$ cat src/rtl/ex_mem_skid_stage.sv
// EX->MEM pipeline register with an optional skid entry.
// SKID=1 gives a registered in_ready; SKID=0 gives a single entry.
module ex_mem_skid_stage #(
    parameter int DATA_W = 32,
    parameter int ADDR_W = 5,
    parameter int SKID   = 1
) (
    input  logic              clk,
    input  logic              rst,
    input  logic              flush,
    input  logic              in_valid,
    output logic              in_ready,
    input  logic [DATA_W-1:0] result_in,
    input  logic              write_reg_en_in,
    input  logic [ADDR_W-1:0] write_reg_addr_in,
    output logic              out_valid,
    input  logic              out_ready,
    output logic [DATA_W-1:0] result_out,
    output logic              write_reg_en_out,
    output logic [ADDR_W-1:0] write_reg_addr_out,
    output logic [1:0]        occupancy
);

    localparam bit SKID_EN = (SKID != 0);

    logic              main_valid_q, main_valid_d;
    logic [DATA_W-1:0] main_data_q, main_data_d;
    logic              main_en_q, main_en_d;
    logic [ADDR_W-1:0] main_addr_q, main_addr_d;
    logic              skid_valid_q, skid_valid_d;
    logic [DATA_W-1:0] skid_data_q, skid_data_d;
    logic              skid_en_q, skid_en_d;
    logic [ADDR_W-1:0] skid_addr_q, skid_addr_d;

    logic in_xfer;
    logic out_xfer;

    assign in_ready = SKID_EN ? !skid_valid_q
                              : (!main_valid_q || out_ready);
    assign in_xfer  = in_valid && in_ready;
    assign out_xfer = main_valid_q && out_ready;

    always_comb begin
        main_valid_d = main_valid_q;
        main_data_d  = main_data_q;
        main_en_d    = main_en_q;
        main_addr_d  = main_addr_q;
        skid_valid_d = skid_valid_q;
        skid_data_d  = skid_data_q;
        skid_en_d    = skid_en_q;
        skid_addr_d  = skid_addr_q;
        if (flush) begin
            main_valid_d = 1'b0;
            skid_valid_d = 1'b0;
        end else if (skid_valid_q && out_xfer) begin
            main_data_d  = skid_data_q;
            main_en_d    = skid_en_q;
            main_addr_d  = skid_addr_q;
            skid_valid_d = 1'b0;
        end else if (in_xfer && (!main_valid_q || out_xfer)) begin
            main_valid_d = 1'b1;
            main_data_d  = result_in;
            main_en_d    = write_reg_en_in;
            main_addr_d  = write_reg_addr_in;
        end else if (in_xfer && SKID_EN) begin
            // main is held by a stalled MEM; park the new entry
            skid_valid_d = 1'b1;
            skid_data_d  = result_in;
            skid_en_d    = write_reg_en_in;
            skid_addr_d  = write_reg_addr_in;
        end else if (out_xfer) begin
            main_valid_d = 1'b0;
        end
    end

    always_ff @(posedge clk) begin
        if (rst) begin
            main_valid_q <= 1'b0;
            main_data_q  <= '0;
            main_en_q    <= 1'b0;
            main_addr_q  <= '0;
            skid_valid_q <= 1'b0;
            skid_data_q  <= '0;
            skid_en_q    <= 1'b0;
            skid_addr_q  <= '0;
        end else begin
            main_valid_q <= main_valid_d;
            main_data_q  <= main_data_d;
            main_en_q    <= main_en_d;
            main_addr_q  <= main_addr_d;
            skid_valid_q <= skid_valid_d;
            skid_data_q  <= skid_data_d;
            skid_en_q    <= skid_en_d;
            skid_addr_q  <= skid_addr_d;
        end
    end

    assign out_valid          = main_valid_q;
    assign result_out         = main_data_q;
    assign write_reg_en_out   = main_en_q && main_valid_q;
    assign write_reg_addr_out = main_addr_q;
    assign occupancy          = {1'b0, main_valid_q} + {1'b0, skid_valid_q};

endmodule
$ cat config.mk
export PLATFORM = sky130hd
export DESIGN_NAME = ex_mem_skid_stage
export DESIGN_NICKNAME = d
export VERILOG_FILES = /design/src/rtl/ex_mem_skid_stage.sv
export SDC_FILE = /design/constraint.sdc
export NUM_CORES = 1
export LEC_CHECK = 0
export CORE_UTILIZATION = 45
export CTS_CLUSTER_DIAMETER = 100
export DETAILED_ROUTE_END_ITERATION = 8
export PLACE_DENSITY = 0.77
export SLEW_MARGIN = 20
export SYNTH_ARGS = -nofsm -noshare
export SYNTH_HDL_FRONTEND = slang
export SYNTH_SLANG_ARGS = --single-unit
$ cat constraint.sdc
create_clock -name clk -period 1.5 [get_ports clk]
set_input_delay 0.225 -clock clk [delete_from_list [all_inputs] [get_ports clk]]
set_output_delay 0.225 -clock clk [all_outputs]
set_load 0.02 [all_outputs]
==> metrics.md, run 1 <==
| Metric | Value |
|---|---|
| Status | completed |
| TritonCTS buffer count | 9 |
| Remaining Overflow, GRT | 0 |
| Final min period | 1469 ps |
| Power share of the combinational group | 15.8% |
| Later-pin clock latency in the skew report | 350 ps |
| Drt total wl | 9837 µm |
| Register bit total from synthesis | roughly 80 |
| Layout Nets | 481 |
| Worst hold path startpoint | rst |
| Post-Syn Instances | 366 |
| CP required | 1270 ps |
| Clock Tree Buf Depth | 2 |
| Worst Clk Skew | between 6 and 7 ps |
| WHS Path Cells | 2 |
| Int Pwr | 3.366 mW |
| Starting DRT DRC Count | about 160 |
| Synth cell types | 26 |
| Clock transition at the registers of the reported paths | 80 ps |
| Final ANT Viol Nets | 0 |
| Crit path max fanout | 4 |
| DP HPWL | between 5000 and 6000 µm |
| Die footprint | 0.008324 mm² |
| Setup Crit Path Kind | reg -> out |
| Core ar. | around 0.0077 mm² |
| Clock network fraction of total power | roughly 36% |
| RePlAce Congestion | 0.8374 |
| Vias in the first global route | ~3.2k |
| Yosys warnings | 0 |
| Pwr Density | 966.6 mW/mm² |
| Post-layout util | about three fifths |
| Crit start category | flop |
| Share of cells above drive strength 1 | 15.42% |
| First-pass GRT wire length | 15550 µm |
| Area of the multi-input gates | 0.001803 mm² |
| WL/cell | 18.12 µm |
| Largest net degree at the start of global routing | a little under 80 |
| Fmax | 680.8 MHz |
| Least-Margin Pin Slew | between 400 and 500 ps |
| Vias per cell | 5.945 |
| Seq/Total Area, Yosys | 43.58% |
| Min-Delay Endpoint | skid_data_q[8] |
| Worst vdd ir | 0.6191 mV |
| Slew HR | between 60% and 70% |
| Post-synth design cell area | between 0.003 and 0.004 mm² |
| # fillers | 672 |
| CTS tree | built |
| Htree depth | 3 |
| Rows | 32 |
| # Post-CTS Setup Buffers | 0 |
| Storage cell area | roughly 0.0016 mm² |
| RSZ-0062 raised after global routing | true |
| Initial antenna violation count | 0 |
| Crit Reg-Reg Startpoint | out_valid |
| Final Power | 4.556 mW |
| Setup Viol. Count Final | 0 |
| Hold Violations, Final | 0 |
| Static leakage | 1.971 nW |
| Total negative slack | 0 ps |
| NetSw | 1.190 mW |
| Worst R2R Setup Slack | 80 ps |
| Sw Ratio | around a quarter |
| Class of the worst hold path | in -> reg |
| Seq pwr share | 48.3% |
| CTS sink cnt | 78 |
| Drt first pass iters | 4 |
| Worst Reg2Reg Path Length in Cells | 4 |
| Area Overhead vs Synth | 31.53% |
| Total GRT Usage | 23.48% |
| Fin Hold WS | between 300 and 400 ps |
| Worst Path Arrival | 1240 ps |
| Initial Util | 46.37% |
| I/O Pins | 85 |
| Routed vias | around 3.2k |
| Port bufs | 84 |
| Average cell area after synthesis | about 10 µm² |
| Maxcap violations | 0 |
| Final Cycle Share | 97.93% |
| Die Y-Extent | 91.24 µm |
| CP Capture Type | output port |
| DP Area | around 0.0045 mm² |
| Fin area | between 0.004 and 0.005 mm² |
| CTS Root Cell | clkbuf_8 |
| Reg2Reg Capture Point | result_out[11] |
| DRC Markers | 0 |
| Syn nets | 410 |
| Max-slew violations | 0 |
| Die W | a little over 90 µm |
| Inserted Diodes | 0 |
[cell type report]
type	count	area share (%)
well taps	102	2.708
inverters	2	0.1593
flip-flops and latches	78	33.18
multi-input cells	242	38.25
clock buffers	12	3.504
repair buffers	104	21.29
clock inverters	3	0.9026
[cell usage in the layout, fill, tap and decap left out, types with 2 or more instances in the layout]
cell,count
a211oi_1,17
a211oi_2,21
a21oi_1,39
a31oi_1,38
and3_4,2
buf_12,5
buf_2,2
buf_4,13
clkbuf_8,12
clkdlybuf4s15_2,2
clkdlybuf4s50_1,40
dfxtp_1,76
dfxtp_2,2
dlygate4sd2_1,39
inv_1,2
mux2i_1,38
nand2b_1,2
nand3b_1,38
o21ai_0,35
o21ai_1,3
[synth_stat cells, drive strengths merged]
| cell | count | area [µm²] |
|---|---|---|
| and4bb | 1 | 12.51 |
| and2 | 1 | 6.260 |
| nand4bb | 1 | 11.26 |
| a21oi | 39 | 195.2 |
| o21ai | 38 | 190.2 |
| nand3 | 1 | 5.000 |
| a211oi | 38 | 385.4 |
| a31oi | 38 | 237.7 |
| a22oi | 1 | 7.510 |
| nor3 | 1 | 5.000 |
| inv | 2 | 7.510 |
| mux2 | 1 | 15.01 |
| nand2b | 2 | 12.51 |
| ha | 1 | 12.51 |
| and3 | 1 | 11.26 |
| mux2i | 38 | 380.4 |
| nand3b | 38 | 285.3 |
| buf | 21 | 141.4 |
| dfxtp | 78 | 1562 |
| clkbuf | 24 | 91.33 |
| a2111oi | 1 | 8.760 |
[what timing repair did]
item	CTS	global route
resized for setup	50	5
gates cloned	0	1
pin swaps	0	0
hold buffers	0	0
endpoints found under the setup margin	70	40
[per-stage QoR]
step,worst slack [ps],std cells
after floorplan,20.31,366
after global placement,-220.9,527
after detailed placement,-283.2,527
final,31.10,543
after global routing,-2.437,543
after CTS,0.9762,542
[layer usage]
metal	part of all wire (%)	up-vias	wire [µm]	global-route usage, %
li1	-	1530	-	-
met1	47	1558	4579	32.48
met2	46	129	4486	36.62
met3	6.5	11	638	4.188
met4	1.3	0	132	8.333
met5	0	-	0	0
[sequential cells by signal (all words and copies together), names as in the netlist]
| register | flops |
|---|---|
| result_out | 32 |
| skid_data_q | 32 |
| skid_addr_q | 5 |
| write_reg_addr_out | 5 |
| main_en_q | 1 |
| out_valid | 1 |
| skid_en_q | 1 |
| skid_valid_q | 1 |
[critical path, stage by stage, from the launching register on]
cell             delay [ps]
dfxtp_2                 400
ha_1                    250
clkdlybuf4s15_2         250
[kinds of logic (layout without fill, tap and decap cells)]
| group | after synthesis | after routing | synth area share, % |
|---|---|---|---|
| AOI/OAI and AO/OA | 155 | 155 | 28.60 |
| adders and majority gates | 1 | 1 | 0.3491 |
| buffers and inverters | 47 | 121 | 6.704 |
| DFF | 78 | 78 | 43.58 |
| muxes | 39 | 39 | 11.03 |
| and+or+nand+nor | 46 | 47 | 9.741 |
[worst max path at each step]
stage | start | end | cells past startpoint
finish | skid_valid_q | occupancy[0] | 2
global route | skid_valid_q | occupancy[1] | 2
CTS | out_valid | result_out[3] | 4
detailed placement | in_valid | result_out[12] | 4
global placement | in_valid | result_out[15] | 4
floorplan | out_valid | result_out[22] | 5
[power groups by stage]
| stage | Sequential, mW | Combinational [mW] | Clock (mW) |
|---|---|---|---|
| final | 2.20 | 0.719 | 1.64 |
| after global routing | 2.21 | 0.768 | 1.74 |
| after CTS | 2.20 | 0.710 | 1.66 |
| after detailed placement | 2.25 | 0.756 | 0 |
| after global placement | 2.25 | 0.739 | 0 |
| after floorplan | 2.32 | 0.319 | 0 |
No activity file was read; power rests on OpenSTA's default activity.
==> run 2: changes to the inputs <==
--- a/config.mk
+++ b/config.mk
@@ -5,10 +5,13 @@
 export SDC_FILE = /design/constraint.sdc
 export NUM_CORES = 1
 export LEC_CHECK = 0
-export CORE_UTILIZATION = 45
+export CELL_PAD_IN_SITES_DETAIL_PLACEMENT = 0
+export CELL_PAD_IN_SITES_GLOBAL_PLACEMENT = 1
+export CORE_UTILIZATION = 34
 export CTS_CLUSTER_DIAMETER = 100
 export DETAILED_ROUTE_END_ITERATION = 8
 export PLACE_DENSITY = 0.77
+export SKIP_CTS_REPAIR_TIMING = 1
 export SLEW_MARGIN = 20
 export SYNTH_ARGS = -nofsm -noshare
 export SYNTH_HDL_FRONTEND = slang
==> metrics.md, run 2 (synthesis results as in run 1) <==
| Metric | Value |
|---|---|
| Vias per cell | 5.450 (-8.3%) |
| Pre-CTS WS | -280.0 ps (+3.256 ps) |
| TritonCTS buffer count | 9 (unchanged) |
| Initial Util | 34.87% (-12 points) |
| Worst Path Arrival | 1210 ps (-30 ps) |
| CP Capture Type | output port |
| CP required | 1270 ps (about the same) |
| WHS Path Cells | 2 (unchanged) |
| Die W | 104.7 µm (+15%) |
| Fin Hold WS | 334.1 ps (+19.37 ps) |
| Worst vdd ir | 0.6188 mV (about the same) |
| Max-slew violations | 0 (unchanged) |
| DRC Markers | 0 (unchanged) |
| Clock Tree Buf Depth | 2 (unchanged) |
| Reg2Reg Capture Point | result_out[21] |
| Initial antenna violation count | 0 (unchanged) |
| Inserted Diodes | 0 (unchanged) |
| I/O Pins | 85 (unchanged) |
| Starting DRT DRC Count | 154 (-6.1%) |
| Final Power | 4.604 mW (+1.1%) |
| Routed vias | 3183 (-1.4%) |
| Min-Delay Endpoint | skid_data_q[25] |
| Setup ws final | 68.49 ps (+37.40 ps) |
| Worst Clk Skew | 10.14 ps (+3.258 ps) |
| Worst Reg2Reg Path Length in Cells | 4 (unchanged) |
| Area Overhead vs Synth | 38.48% |
| WL/cell | 17.57 µm (-3.0%) |
| Crit-path slowest cell | dfxtp_2 |
| DP Area | 0.004632 mm² (+2.3%) |
| Crit path max fanout | 6 (+2) |
| CTS tree | built |
| Status | completed |
| RSZ-0062 raised after global routing | false |
| Hold Violations, Final | 0 (unchanged) |
| RePlAce Congestion | 0.7495 (-10%) |
| Placed Cells | 568 (+7.8%) |
| Core ar. | 0.01028 mm² (+33%) |
| Htree depth | 3 (unchanged) |
| CTS Root Cell | clkbuf_8 |
| Die footprint | 0.01095 mm² (+32%) |
| Fmax | 698.6 MHz (+2.6%) |
| CP peak stage delay | 370 ps (-30 ps) |
| Most frequent cells in the layout | dfxtp_1 (76), clkdlybuf4s50_1 (40), dlymetal6s2s_1 (40) |
| Pwr Density | 927.8 mW/mm² (-4.0%) |
| Fin area | 0.004962 mm² (+5.3%) |
| Setup Viol. Count Final | 0 (unchanged) |
| Worst hold path startpoint | rst |
| Final Cycle Share | 95.43% (-2.5 points) |
| Die Y-Extent | 104.7 µm (+15%) |
| Largest net degree at the start of global routing | 47 (-41%) |
| Setup Crit Path Kind | reg -> out |
| Port bufs | 84 (unchanged) |
| Crit Reg-Reg Startpoint | skid_valid_q |
| First-pass GRT wire length | 16050 µm (+3.2%) |
| Static leakage | 2.475 nW (+26%) |
| Share of cells above drive strength 1 | 16.74% (+1.3 points) |
| Drt total wl | 10260 µm (+4.3%) |
| Clock transition at the registers of the reported paths | 80 ps (about the same) |
| Vias in the first global route | 3118 (-1.8%) |
| Crit start category | flop |
| Slew HR | 66.25% (-1.8 points) |
| Finished Layout Cells | 584 (+7.6%) |
| Rows | 37 (+16%) |
| CTS sink cnt | 78 (unchanged) |
| Total GRT Usage | 18.31% (-5.2 points) |
| Drt first pass iters | 4 (unchanged) |
| Final ANT Viol Nets | 0 (unchanged) |
| Leading cell type in the layout, fill and taps excluded | dfxtp_1 |
| Later-pin clock latency in the skew report | 350 ps (about the same) |
| Remaining Overflow, GRT | 0 (unchanged) |
| Layout Nets | 488 (+1.5%) |
| Class of the worst hold path | in -> reg |
| Least-Margin Pin Slew | 506.2 ps (+39.06 ps) |
| CP Cell Sequence | ha_1, clkbuf_2 |
| Final min period | 1432 ps (-37.40 ps) |
| Maxcap violations | 0 (unchanged) |
| Worst R2R Setup Slack | 110 ps (+30 ps) |
| DP HPWL | 6594 µm (+12%) |
==> run 2: how the worst max path moves through the flow <==
stage               from        endpoint  slack (ps)  depth (start not counted)
3_5_place_dp    in_valid  result_out[10]        -280                          4
2_1_floorplan  out_valid  result_out[22]          20                          5
3_3_place_gp    in_valid  result_out[15]        -250                          4
5_1_grt        out_valid    occupancy[0]          20                          2
6_report       out_valid    occupancy[0]          70                          2
4_1_cts        out_valid    occupancy[0]        -420                          2
==> run 2: metal layers <==
| metal | share of wire (%) | track usage (%) | up-vias | routed length, µm |
|---|---|---|---|---|
| li1 | - | - | 1541 | - |
| met1 | 49 | 25.03 | 1547 | 4988 |
| met2 | 45 | 27.67 | 80 | 4573 |
| met3 | 5.2 | 5.552 | 15 | 537 |
| met4 | 1.6 | 5.332 | 0 | 163 |
| met5 | 0 | 0 | - | 0 |
==> run 2: layout make-up <==
cell class | count | area [µm²]
fillers | 993 | 5315
multi-input cells | 242 | 1817
flip-flops and latches | 78 | 1564
repair buffers | 111 | 1196
well taps | 136 | 170.2
clock buffers | 12 | 165.2
clock inverters | 3 | 42.54
inverters | 2 | 7.507
==> run 2: power breakdown <==
| group | leakage [nW] | internal, mW | switching (mW) |
|---|---|---|---|
| Clock | 0.104 | 0.894 | 0.749 |
| Combinational | 1.73 | 0.363 | 0.397 |
| Sequential | 0.637 | 2.15 | 0.0505 |
| Total | 2.48 | 3.41 | 1.20 |
==> run 2: critical path, delay by kind of cell (launching register included) <==
family | cells | cell delay [ps]
flip-flops | 1 | 370
adder cells (fa/ha/maj) | 1 | 320
buffers and inverters | 1 | 170
==> run 2: metrics by stage <==
step / utilization [%] / TNS (ps)
floorplan: - / 0
global placement: 45.07 / -14720
detailed placement: 45.07 / -16710
CTS: 47.09 / -5721
global route: 48.28 / 0
finish: 48.28 / 0
